`src/rtl/csr_reg_if.sv`:
```
// CSR access bus shared by the EX stage and the interrupt controller.
// Latency: reads combinational, writes commit at the next clk edge.
// Backpressure: none; every access is accepted in the cycle it is presented.
// Signals:
//   ex_we_i/ex_waddr_i/ex_wdata_i   EX-stage write port
//   ex_raddr_i/ex_rdata_o           EX-stage read port
//   int_we_i/int_waddr_i/int_wdata_i interrupt-controller write port
//   int_raddr_i/int_rdata_o         interrupt-controller read port
interface csr_reg_if;
  logic        ex_we_i;
  logic [31:0] ex_waddr_i;
  logic [31:0] ex_wdata_i;
  logic [31:0] ex_raddr_i;
  logic [31:0] ex_rdata_o;
  logic        int_we_i;
  logic [31:0] int_waddr_i;
  logic [31:0] int_wdata_i;
  logic [31:0] int_raddr_i;
  logic [31:0] int_rdata_o;

  modport slave (
    input  ex_we_i, ex_waddr_i, ex_wdata_i, ex_raddr_i,
    input  int_we_i, int_waddr_i, int_wdata_i, int_raddr_i,
    output ex_rdata_o, int_rdata_o
  );

  modport master (
    output ex_we_i, ex_waddr_i, ex_wdata_i, ex_raddr_i,
    output int_we_i, int_waddr_i, int_wdata_i, int_raddr_i,
    input  ex_rdata_o, int_rdata_o
  );
endinterface

```
`src/rtl/csr_reg.sv`:
```
// Machine-mode CSR register file with 64-bit cycle counter (optional, macro CSR_COUNTER_EN).
// Latency: reads combinational with write bypass; writes and mirror outputs update 1 cycle later.
// Backpressure: none; both ports always accepted, int port wins a same-address write collision.
// Ports:
//   clk, rst_n            clock, synchronous active-low reset
//   bus (slave)           EX and interrupt-controller read/write ports
//   mtvec_o, mepc_o       registered mtvec / mepc
//   mstatus_o             registered mstatus as read (MPP reads 2'b11)
//   global_int_en_o       registered mstatus.MIE
module csr_reg #(
  parameter logic [31:0] MTVEC_RESET = 32'h0000_0000,
  parameter logic [31:0] HART_ID     = 32'd0
) (
  input  logic        clk,
  input  logic        rst_n,
  csr_reg_if.slave    bus,
  output logic [31:0] mtvec_o,
  output logic [31:0] mepc_o,
  output logic [31:0] mstatus_o,
  output logic        global_int_en_o
);

  localparam logic [11:0] A_MSTATUS  = 12'h300;
  localparam logic [11:0] A_MIE      = 12'h304;
  localparam logic [11:0] A_MTVEC    = 12'h305;
  localparam logic [11:0] A_MSCRATCH = 12'h340;
  localparam logic [11:0] A_MEPC     = 12'h341;
  localparam logic [11:0] A_MCAUSE   = 12'h342;
  localparam logic [11:0] A_MHARTID  = 12'hF14;
  localparam logic [11:0] A_MCYCLE   = 12'hB00;
  localparam logic [11:0] A_MCYCLEH  = 12'hB80;
  localparam logic [11:0] A_CYCLE    = 12'hC00;
  localparam logic [11:0] A_CYCLEH   = 12'hC80;

  logic        mstatus_mie_q;
  logic        mstatus_mpie_q;
  logic [31:0] mie_q;
  logic [31:0] mtvec_q;
  logic [31:0] mscratch_q;
  logic [31:0] mepc_q;
  logic [31:0] mcause_q;
  logic [31:0] mstatus_rd;
`ifdef CSR_COUNTER_EN
  logic [63:0] cnt_q;
  logic [63:0] cnt_d;
`endif

  assign mstatus_rd = {19'd0, 2'b11, 3'd0, mstatus_mpie_q, 3'd0, mstatus_mie_q, 3'd0};

  // Only implemented, software-writable CSRs with a clean upper address accept writes.
  function automatic logic writable(input logic [31:0] a);
    logic ok;
    ok = 1'b0;
    if (a[31:12] == 20'd0) begin
      case (a[11:0])
        A_MSTATUS, A_MIE, A_MTVEC, A_MSCRATCH, A_MEPC, A_MCAUSE: ok = 1'b1;
`ifdef CSR_COUNTER_EN
        A_MCYCLE, A_MCYCLEH: ok = 1'b1;
`endif
        default: ok = 1'b0;
      endcase
    end
    return ok;
  endfunction

  // Value a register reads back as after being written with d (field masks applied).
  function automatic logic [31:0] view(input logic [11:0] a, input logic [31:0] d);
    logic [31:0] v;
    case (a)
      A_MSTATUS:      v = (d & 32'h0000_0088) | 32'h0000_1800;
      A_MIE:          v = d & 32'h0000_0888;
      A_MTVEC, A_MEPC: v = {d[31:2], 2'b00};
      default:        v = d;
    endcase
    return v;
  endfunction

  logic ex_wv;
  logic int_wv;
  assign ex_wv  = bus.ex_we_i  & writable(bus.ex_waddr_i);
  assign int_wv = bus.int_we_i & writable(bus.int_waddr_i);

  // Per-register write select; int port checked first so it wins a collision.
  function automatic logic [32:0] wsel(input logic [11:0] a);
    logic [32:0] r;
    r = 33'd0;
    if (int_wv && bus.int_waddr_i[11:0] == a)     r = {1'b1, bus.int_wdata_i};
    else if (ex_wv && bus.ex_waddr_i[11:0] == a)  r = {1'b1, bus.ex_wdata_i};
    return r;
  endfunction

  function automatic logic [31:0] state_rd(input logic [31:0] a);
    logic [31:0] v;
    v = 32'd0;
    if (a[31:12] == 20'd0) begin
      case (a[11:0])
        A_MSTATUS:  v = mstatus_rd;
        A_MIE:      v = mie_q;
        A_MTVEC:    v = mtvec_q;
        A_MSCRATCH: v = mscratch_q;
        A_MEPC:     v = mepc_q;
        A_MCAUSE:   v = mcause_q;
        A_MHARTID:  v = HART_ID;
`ifdef CSR_COUNTER_EN
        A_MCYCLE, A_CYCLE:   v = cnt_q[31:0];
        A_MCYCLEH, A_CYCLEH: v = cnt_q[63:32];
`endif
        default:    v = 32'd0;
      endcase
    end
    return v;
  endfunction

  function automatic logic [31:0] rd(input logic [31:0] a);
    logic [31:0] v;
    if (int_wv && bus.int_waddr_i == a)     v = view(a[11:0], bus.int_wdata_i);
    else if (ex_wv && bus.ex_waddr_i == a)  v = view(a[11:0], bus.ex_wdata_i);
    else                                    v = state_rd(a);
    return v;
  endfunction

  always_comb begin
    bus.ex_rdata_o  = rd(bus.ex_raddr_i);
    bus.int_rdata_o = rd(bus.int_raddr_i);
  end

  logic [32:0] w_mstatus, w_mie, w_mtvec, w_mscratch, w_mepc, w_mcause;
  always_comb begin
    w_mstatus  = wsel(A_MSTATUS);
    w_mie      = wsel(A_MIE);
    w_mtvec    = wsel(A_MTVEC);
    w_mscratch = wsel(A_MSCRATCH);
    w_mepc     = wsel(A_MEPC);
    w_mcause   = wsel(A_MCAUSE);
  end

  always_ff @(posedge clk) begin
    if (!rst_n) begin
      mstatus_mie_q  <= 1'b0;
      mstatus_mpie_q <= 1'b0;
      mie_q          <= 32'd0;
      mtvec_q        <= {MTVEC_RESET[31:2], 2'b00};
      mscratch_q     <= 32'd0;
      mepc_q         <= 32'd0;
      mcause_q       <= 32'd0;
    end else begin
      if (w_mstatus[32]) begin
        mstatus_mie_q  <= w_mstatus[3];
        mstatus_mpie_q <= w_mstatus[7];
      end
      if (w_mie[32])      mie_q      <= view(A_MIE, w_mie[31:0]);
      if (w_mtvec[32])    mtvec_q    <= view(A_MTVEC, w_mtvec[31:0]);
      if (w_mscratch[32]) mscratch_q <= w_mscratch[31:0];
      if (w_mepc[32])     mepc_q     <= view(A_MEPC, w_mepc[31:0]);
      if (w_mcause[32])   mcause_q   <= w_mcause[31:0];
    end
  end

`ifdef CSR_COUNTER_EN
  logic [32:0] w_lo, w_hi;
  always_comb begin
    w_lo = wsel(A_MCYCLE);
    w_hi = wsel(A_MCYCLEH);
    // A written half is loaded as-is; the low half keeps counting under an mcycleh write
    // but its carry never reaches the freshly loaded high half.
    case ({w_hi[32], w_lo[32]})
      2'b11:   cnt_d = {w_hi[31:0], w_lo[31:0]};
      2'b01:   cnt_d = {cnt_q[63:32], w_lo[31:0]};
      2'b10:   cnt_d = {w_hi[31:0], cnt_q[31:0] + 32'd1};
      default: cnt_d = cnt_q + 64'd1;
    endcase
  end

  always_ff @(posedge clk) begin
    if (!rst_n) cnt_q <= 64'd0;
    else        cnt_q <= cnt_d;
  end
`endif

  assign mtvec_o         = mtvec_q;
  assign mepc_o          = mepc_q;
  assign mstatus_o       = mstatus_rd;
  assign global_int_en_o = mstatus_mie_q;

endmodule

```
`src/flat_wrapper.sv`:
```
// flat-port wrapper written by rule: the top's interface ports become plain ports
module csr_reg_flat 
#(
  parameter logic [31:0] MTVEC_RESET = 32'h0000_0000,
  parameter logic [31:0] HART_ID     = 32'd0
)
  (clk, rst_n, mtvec_o, mepc_o, mstatus_o, global_int_en_o, bus_ex_we_i, bus_ex_waddr_i, bus_ex_wdata_i, bus_ex_raddr_i, bus_int_we_i, bus_int_waddr_i, bus_int_wdata_i, bus_int_raddr_i, bus_ex_rdata_o, bus_int_rdata_o);
  csr_reg_if bus_i ();
  input  logic clk;
  input  logic rst_n;
  output logic [31:0] mtvec_o;
  output logic [31:0] mepc_o;
  output logic [31:0] mstatus_o;
  output logic global_int_en_o;
  input wire logic [$bits(bus_i.ex_we_i)-1:0] bus_ex_we_i;
  input wire logic [$bits(bus_i.ex_waddr_i)-1:0] bus_ex_waddr_i;
  input wire logic [$bits(bus_i.ex_wdata_i)-1:0] bus_ex_wdata_i;
  input wire logic [$bits(bus_i.ex_raddr_i)-1:0] bus_ex_raddr_i;
  input wire logic [$bits(bus_i.int_we_i)-1:0] bus_int_we_i;
  input wire logic [$bits(bus_i.int_waddr_i)-1:0] bus_int_waddr_i;
  input wire logic [$bits(bus_i.int_wdata_i)-1:0] bus_int_wdata_i;
  input wire logic [$bits(bus_i.int_raddr_i)-1:0] bus_int_raddr_i;
  output wire logic [$bits(bus_i.ex_rdata_o)-1:0] bus_ex_rdata_o;
  output wire logic [$bits(bus_i.int_rdata_o)-1:0] bus_int_rdata_o;
  assign bus_i.ex_we_i = bus_ex_we_i;
  assign bus_i.ex_waddr_i = bus_ex_waddr_i;
  assign bus_i.ex_wdata_i = bus_ex_wdata_i;
  assign bus_i.ex_raddr_i = bus_ex_raddr_i;
  assign bus_i.int_we_i = bus_int_we_i;
  assign bus_i.int_waddr_i = bus_int_waddr_i;
  assign bus_i.int_wdata_i = bus_int_wdata_i;
  assign bus_i.int_raddr_i = bus_int_raddr_i;
  assign bus_ex_rdata_o = bus_i.ex_rdata_o;
  assign bus_int_rdata_o = bus_i.int_rdata_o;
  csr_reg #(.MTVEC_RESET(MTVEC_RESET), .HART_ID(HART_ID)) u_core (.clk(clk), .rst_n(rst_n), .bus(bus_i), .mtvec_o(mtvec_o), .mepc_o(mepc_o), .mstatus_o(mstatus_o), .global_int_en_o(global_int_en_o));
endmodule
```
`config.mk`:
```
export PLATFORM = sky130hd
export DESIGN_NAME = csr_reg_flat
export DESIGN_NICKNAME = d
export VERILOG_FILES = /design/src/rtl/csr_reg_if.sv /design/src/rtl/csr_reg.sv /design/src/flat_wrapper.sv
export SDC_FILE = /design/constraint.sdc
export NUM_CORES = 1
export LEC_CHECK = 0
export CAP_MARGIN = 20
export CORE_MARGIN = 10
export CORE_UTILIZATION = 43
export CTS_CLUSTER_SIZE = 25
export DETAILED_ROUTE_END_ITERATION = 10
export HOLD_SLACK_MARGIN = 0.05
export PLACE_DENSITY_LB_ADDON = 0.08
export SYNTH_ARGS = -nofsm -noshare
export SYNTH_HDL_FRONTEND = slang
export SYNTH_SLANG_ARGS = --single-unit
```
`constraint.sdc`:
```
create_clock -name clk -period 3.7 [get_ports clk]
set_input_delay 0.74 -clock clk [delete_from_list [all_inputs] [get_ports clk]]
set_output_delay 0.74 -clock clk [all_outputs]
set_load 0.005 [all_outputs]
```
### Yosys cells after proc, flatten, opt, wreduce, memory -nomap -nowiden

Index checks and enable logic that the tools add are counted.

* logic and storage cells: 89
* bits in registers: 129
* output and inout bits: 161

* bitwise gates (word level): 2
* mux-type cells: 28
* reductions and logical operators: 24
* equality and inequality tests: 28

Operator list (count)
* $mux W33: 12
* $pmux W32 S3: 4
* $pmux W32 S6: 2
* $eq A12 B10 Y1 const B: 24
* $mux W32: 6
* $eq A32 B32 Y1: 4
* $logic_not A20 Y1: 4
* $logic_and A1 B1 Y1: 16
* $reduce_or A6 Y1: 2
* $mux W1: 4
* $reduce_or A2 Y1: 2
* $and A1 B1 Y1: 2

### Longest topological paths before layout

* depth in word-level cells: 8
* gate-level depth with buffers: 10
* depth with buffers taken out: 6

### Worst setup path after synthesis

Ideal clock, no wire load.

* path kind: input-to-output
* start: in bus_ex_waddr_i[17]
* end: out bus_ex_rdata_o[11]
* required time: 2.960 ns
* arrival time: 3.055 ns
* slack: -0.095 ns
* stages on the path: 7
* cell sequence: or4_4 a2111oi_4 nand3_4 or3_1 buf_2 or4b_1 o311a_1

* cells in the longest elaborated chain, start to end: 6
* elaborated cells between the ends (all ways): 7

Ends and longest elaborated chain
* from (decl): line flat_wrapper.sv:16 `input wire logic [$bits(bus_i.ex_waddr_i)-1:0] bus_ex_waddr_i;`
* $logic_not A20 Y1: line csr_reg.sv:54 `if (a[31:12] == 20'd0) begin`
* $mux W1: line csr_reg.sv:54
* $and A1 B1 Y1: line csr_reg.sv:80 `assign ex_wv = bus.ex_we_i & writable(bus.ex_waddr_i);`
* $logic_and A1 B1 Y1 (*): line csr_reg.sv:117 `else if (ex_wv && bus.ex_waddr_i == a) v = view(a[11:0], bus.ex_wdata_i);`
* $mux W32 (*): line csr_reg.sv:117
* $mux W32 (*): line csr_reg.sv:116 `if (int_wv && bus.int_waddr_i == a) v = view(a[11:0], bus.int_wdata_i);`
* to (decl): line flat_wrapper.sv:23 `output wire logic [$bits(bus_i.ex_rdata_o)-1:0] bus_ex_rdata_o;`

Mark *: on every way between the ends. The rest lies on a longest branch, timed or not.

### Worst setup path after layout

* start: in bus_ex_waddr_i[22]
* end: out bus_ex_rdata_o[7]

Same word-level chain as after synthesis.

==> results.sh <==
export IMPL_run_status="finished with violations"
export IMPL_violations="negative setup slack"
export IMPL_ys_top_cells_by_area="dfxtp_1 24%, nand2_1 8.1%, xor2_1 8.0%"
export IMPL_dr_pass1_iters=6
export IMPL_slew_viol_final=0
export IMPL_route_met3_wl_mm=7.26
export IMPL_htree_levels=4
export IMPL_route_met2_wl_mm=28.1
export IMPL_die_w_um=177
export IMPL_fin_setup_tns_ns=-7.66
export IMPL_cts_root_buffer="clkbuf_16"
export IMPL_crit_type="in2out"
export IMPL_critPathLaunchType="input port"
export IMPL_leakage_nw=6.87
export IMPL_rrSetupSlack_ns=2.90
export IMPL_power_mw=4.01
export IMPL_crit_chain="dlygate4sd2_1, or3_4, nor3_4, buf_6, buf_4, nand3_4, or3_4, buf_6, mux2_2, mux2_4, buf_6"
export IMPL_maxCapViolations=0
export IMPL_synth_flop_cell="dfxtp_1"
export IMPL_die_h_um=177
export IMPL_clkTransAtPathRegs_ns=0.06
export IMPL_slowest_stage="or3_4"
export IMPL_highest_layer="met4"
export IMPL_fillCellCount=1931
export IMPL_cts_made_buffers=17
export IMPL_antenna_left=0
export IMPL_synth_distinct_cells=59
export IMPL_min_from="u_core.mcause_q[12]"
export IMPL_io_buffer_count=322
export IMPL_synth_edf_count=0
export IMPL_finalCriticalPeriod_ns=4.01
export IMPL_hold_path_class="reg2reg"
export IMPL_clock_sinks=129
export IMPL_core_area_um2=24400
export IMPL_r2r_start="u_core.mtvec_o[7]"
export IMPL_gp_congestion=1.10
export IMPL_wl_per_cell_um=26.7
export IMPL_num_vias=15062
export IMPL_critPathMaxStageDelay_ns=0.46
export IMPL_slew_limit_headroom=0.554
export IMPL_drc=0
export IMPL_startpoint="bus_ex_waddr_i[22]"
export IMPL_ir_drop_v=0.000280
export IMPL_grt_pass1_vias=14863
export IMPL_clock_latency_ns=0.42
export IMPL_netlist_instances=1456
export IMPL_wirelength_mm=62.6
export IMPL_ys_seq_elements=129
export IMPL_seq_area_frac_synth=0.242
export IMPL_layout_drive_gt1_share=0.314
export IMPL_hold_viol_final=0
export IMPL_synth_top_area_cell="dfxtp_1"
export IMPL_fin_skew_ns=0
export IMPL_area_growth_pct=70.2
export IMPL_route_layer_met1_wl_mm=23.7
export IMPL_period_share=1.08
export IMPL_syn_area_um2=10700
export IMPL_setup_ws_ns=-0.308
export IMPL_dieArea_um2=31500
export IMPL_async_flop_share=0
export IMPL_syn_mean_instance_area_um2=7.32
export IMPL_cp_arrival_ns=3.27
export IMPL_pre_cts_ws_ns=-1.05
export IMPL_drt_iter0_drc=2010
export IMPL_rsz0062_at_grt="true"
export IMPL_setup_violations_final=59
export IMPL_nets=2198
export IMPL_cts_tree="built"
export IMPL_post_dp_hpwl_mm=43.2
export IMPL_grt_max_degree=67
export IMPL_num_io_pins=357
export IMPL_grt_pass1_wl_mm=91.4
export IMPL_grtUsageTotal=0.371
export IMPL_path_common_cell="buf_6"
export IMPL_antenna_found_initial=1
export IMPL_tightest_slew_ns=0.669
export IMPL_path_max_fanout=5
export IMPL_synth_top_area_frac=0.242
export IMPL_grt_ovfl_total=0
export IMPL_start_util=0.437
export IMPL_cp_end_kind="primary output"
export IMPL_cts_root_to_sink_buffers=2
export IMPL_vias_per_cell=6.43
export IMPL_crit_required_ns=2.96
export IMPL_yosysWarnings=0
export IMPL_power_density_nw_per_um2=221
export IMPL_rows=57
export IMPL_max_freq_mhz=249
-- metrics by stage --
stage,util,hold slack (ns),std cells,area (um^2)
after global placement,0.661,0.470,2251,16100
after CTS,0.732,0.492,2338,17900
after detailed placement,0.661,0.481,2251,16100
after global routing,0.744,0.507,2340,18100
final,0.744,0.490,2342,18100
after floorplan,-,0.452,1488,10800
-- power by group --
group          switching (mW)  internal (mW)  total [mW]
Clock                   0.840          0.975        1.81
Sequential     0.000000000648           1.39        1.39
Combinational           0.433          0.378       0.810
-- worst paths after layout --
path | to | cells after the start
worst min-delay path | u_core.mcause_q[12] | 2
worst max register to register | u_core.mtvec_o[7] | 2
worst min register to register | u_core.mcause_q[12] | 2
worst max-delay path | bus_ex_rdata_o[7] | 11
-- worst max-delay path: cells and delay by family --
kind,cells,cell delay [ns]
simple gates,4,1.14
buf+inv,5,0.87
mux,2,0.52
-- sequential cells by signal (all words and copies together) (netlist names) --
register,cells
u_core.global_int_en_o,1
u_core.mscratch_q,32
u_core.mie_q,3
u_core.mtvec_o,30
u_core.mcause_q,32
u_core.mstatus_mpie_q,1
u_core.mepc_o,30
-- layout by cell type, fill, tap and decap left out, types with 8 or more instances in the layout --
| cell type | instances |
|---|---|
| buf_4 | 242 |
| nand2_1 | 226 |
| o21ai_0 | 134 |
| clkdlybuf4s50_1 | 129 |
| dfxtp_1 | 129 |
| a31oi_1 | 99 |
| xor2_1 | 92 |
| dlygate4sd2_1 | 69 |
| buf_2 | 68 |
| buf_6 | 51 |
| a22o_1 | 45 |
| nand3_1 | 44 |
| a21oi_1 | 44 |
| a221oi_1 | 43 |
| mux2i_1 | 42 |
| buf_12 | 41 |
| conb_1 | 34 |
| xnor2_1 | 31 |
| inv_1 | 30 |
| o211ai_1 | 29 |
| nor4_1 | 27 |
| nand3_2 | 26 |
| clkbuf_2 | 23 |
| nand4_1 | 21 |
| o221ai_2 | 21 |
| clkbuf_16 | 20 |
| nor4_2 | 19 |
| nor2_1 | 18 |
| clkdlybuf4s15_1 | 13 |
| mux2_2 | 8 |
| nor3_2 | 8 |
-- routing by layer --
metal | up-vias | GRT usage
met1 | 7116 | 0.451
met2 | 1195 | 0.592
met4 | 0 | 0.193
li1 | 6493 | -
met5 | - | 0
met3 | 258 | 0.0994
-- cells in the mapped netlist, types with 4 or more instances --
cell      count
nor3_1       18
buf_4        36
or3_1         8
o211ai_1     29
inv_1        30
mux2_2       11
o221ai_1     26
a22oi_1       4
a22o_1       45
buf_2         8
nor2b_1       7
a31oi_1     101
nand2b_1      6
nand3_1      72
a221oi_1     46
a21oi_1      44
dfxtp_1     129
xnor2_1      33
nor4_1       50
xor2_1       97
and4_1        4
and3_1        7
o21ai_0     135
a21boi_0      7
mux2i_1      46
nor2_1       21
nor4bb_1      4
clkbuf_1    116
a222oi_1      7
nand4_1      21
nand4b_1      6
or4_1         6
nand2_1     230
and2_1        6
-- final cells by class --
| type | count | area, um^2 | area share |
|---|---|---|---|
| clock buffers | 17 | 425 | 0.0234 |
| well taps | 324 | 405 | 0.0223 |
| inverters | 30 | 113 | 0.00621 |
| repair buffers | 658 | 6050 | 0.334 |
| clock inverters | 15 | 180 | 0.00993 |
| diodes | 3 | 7.51 | 0.000414 |
| flip-flops and latches | 129 | 2580 | 0.142 |
| multi-input cells | 1166 | 8380 | 0.462 |
-- kinds of logic (layout without fill, tap and decap cells) --
kind of cell / Yosys count / after routing / synth area share
AND/OR/NAND/NOR: 482 / 482 / 0.223
multiplexers: 57 / 57 / 0.0548
AO/OA/AOI/OAI: 463 / 463 / 0.291
buffers and inverters: 193 / 720 / 0.0816
other: 2 / 37 / 0.000704
XOR/XNOR: 130 / 130 / 0.107
flip-flops: 129 / 129 / 0.242
-- timing repair --
| item | CTS | global route |
|---|---|---|
| buffers inserted | 48 | 12 |
| gates cloned | 9 | 3 |
| hold buffers | 0 | 0 |
| endpoints found under the setup margin | 64 | 64 |
| resized for setup | 614 | 150 |
| hold endpoints to repair | 0 | 0 |
| pin swaps | 89 | 56 |
(Power assumes the default switching activity.)
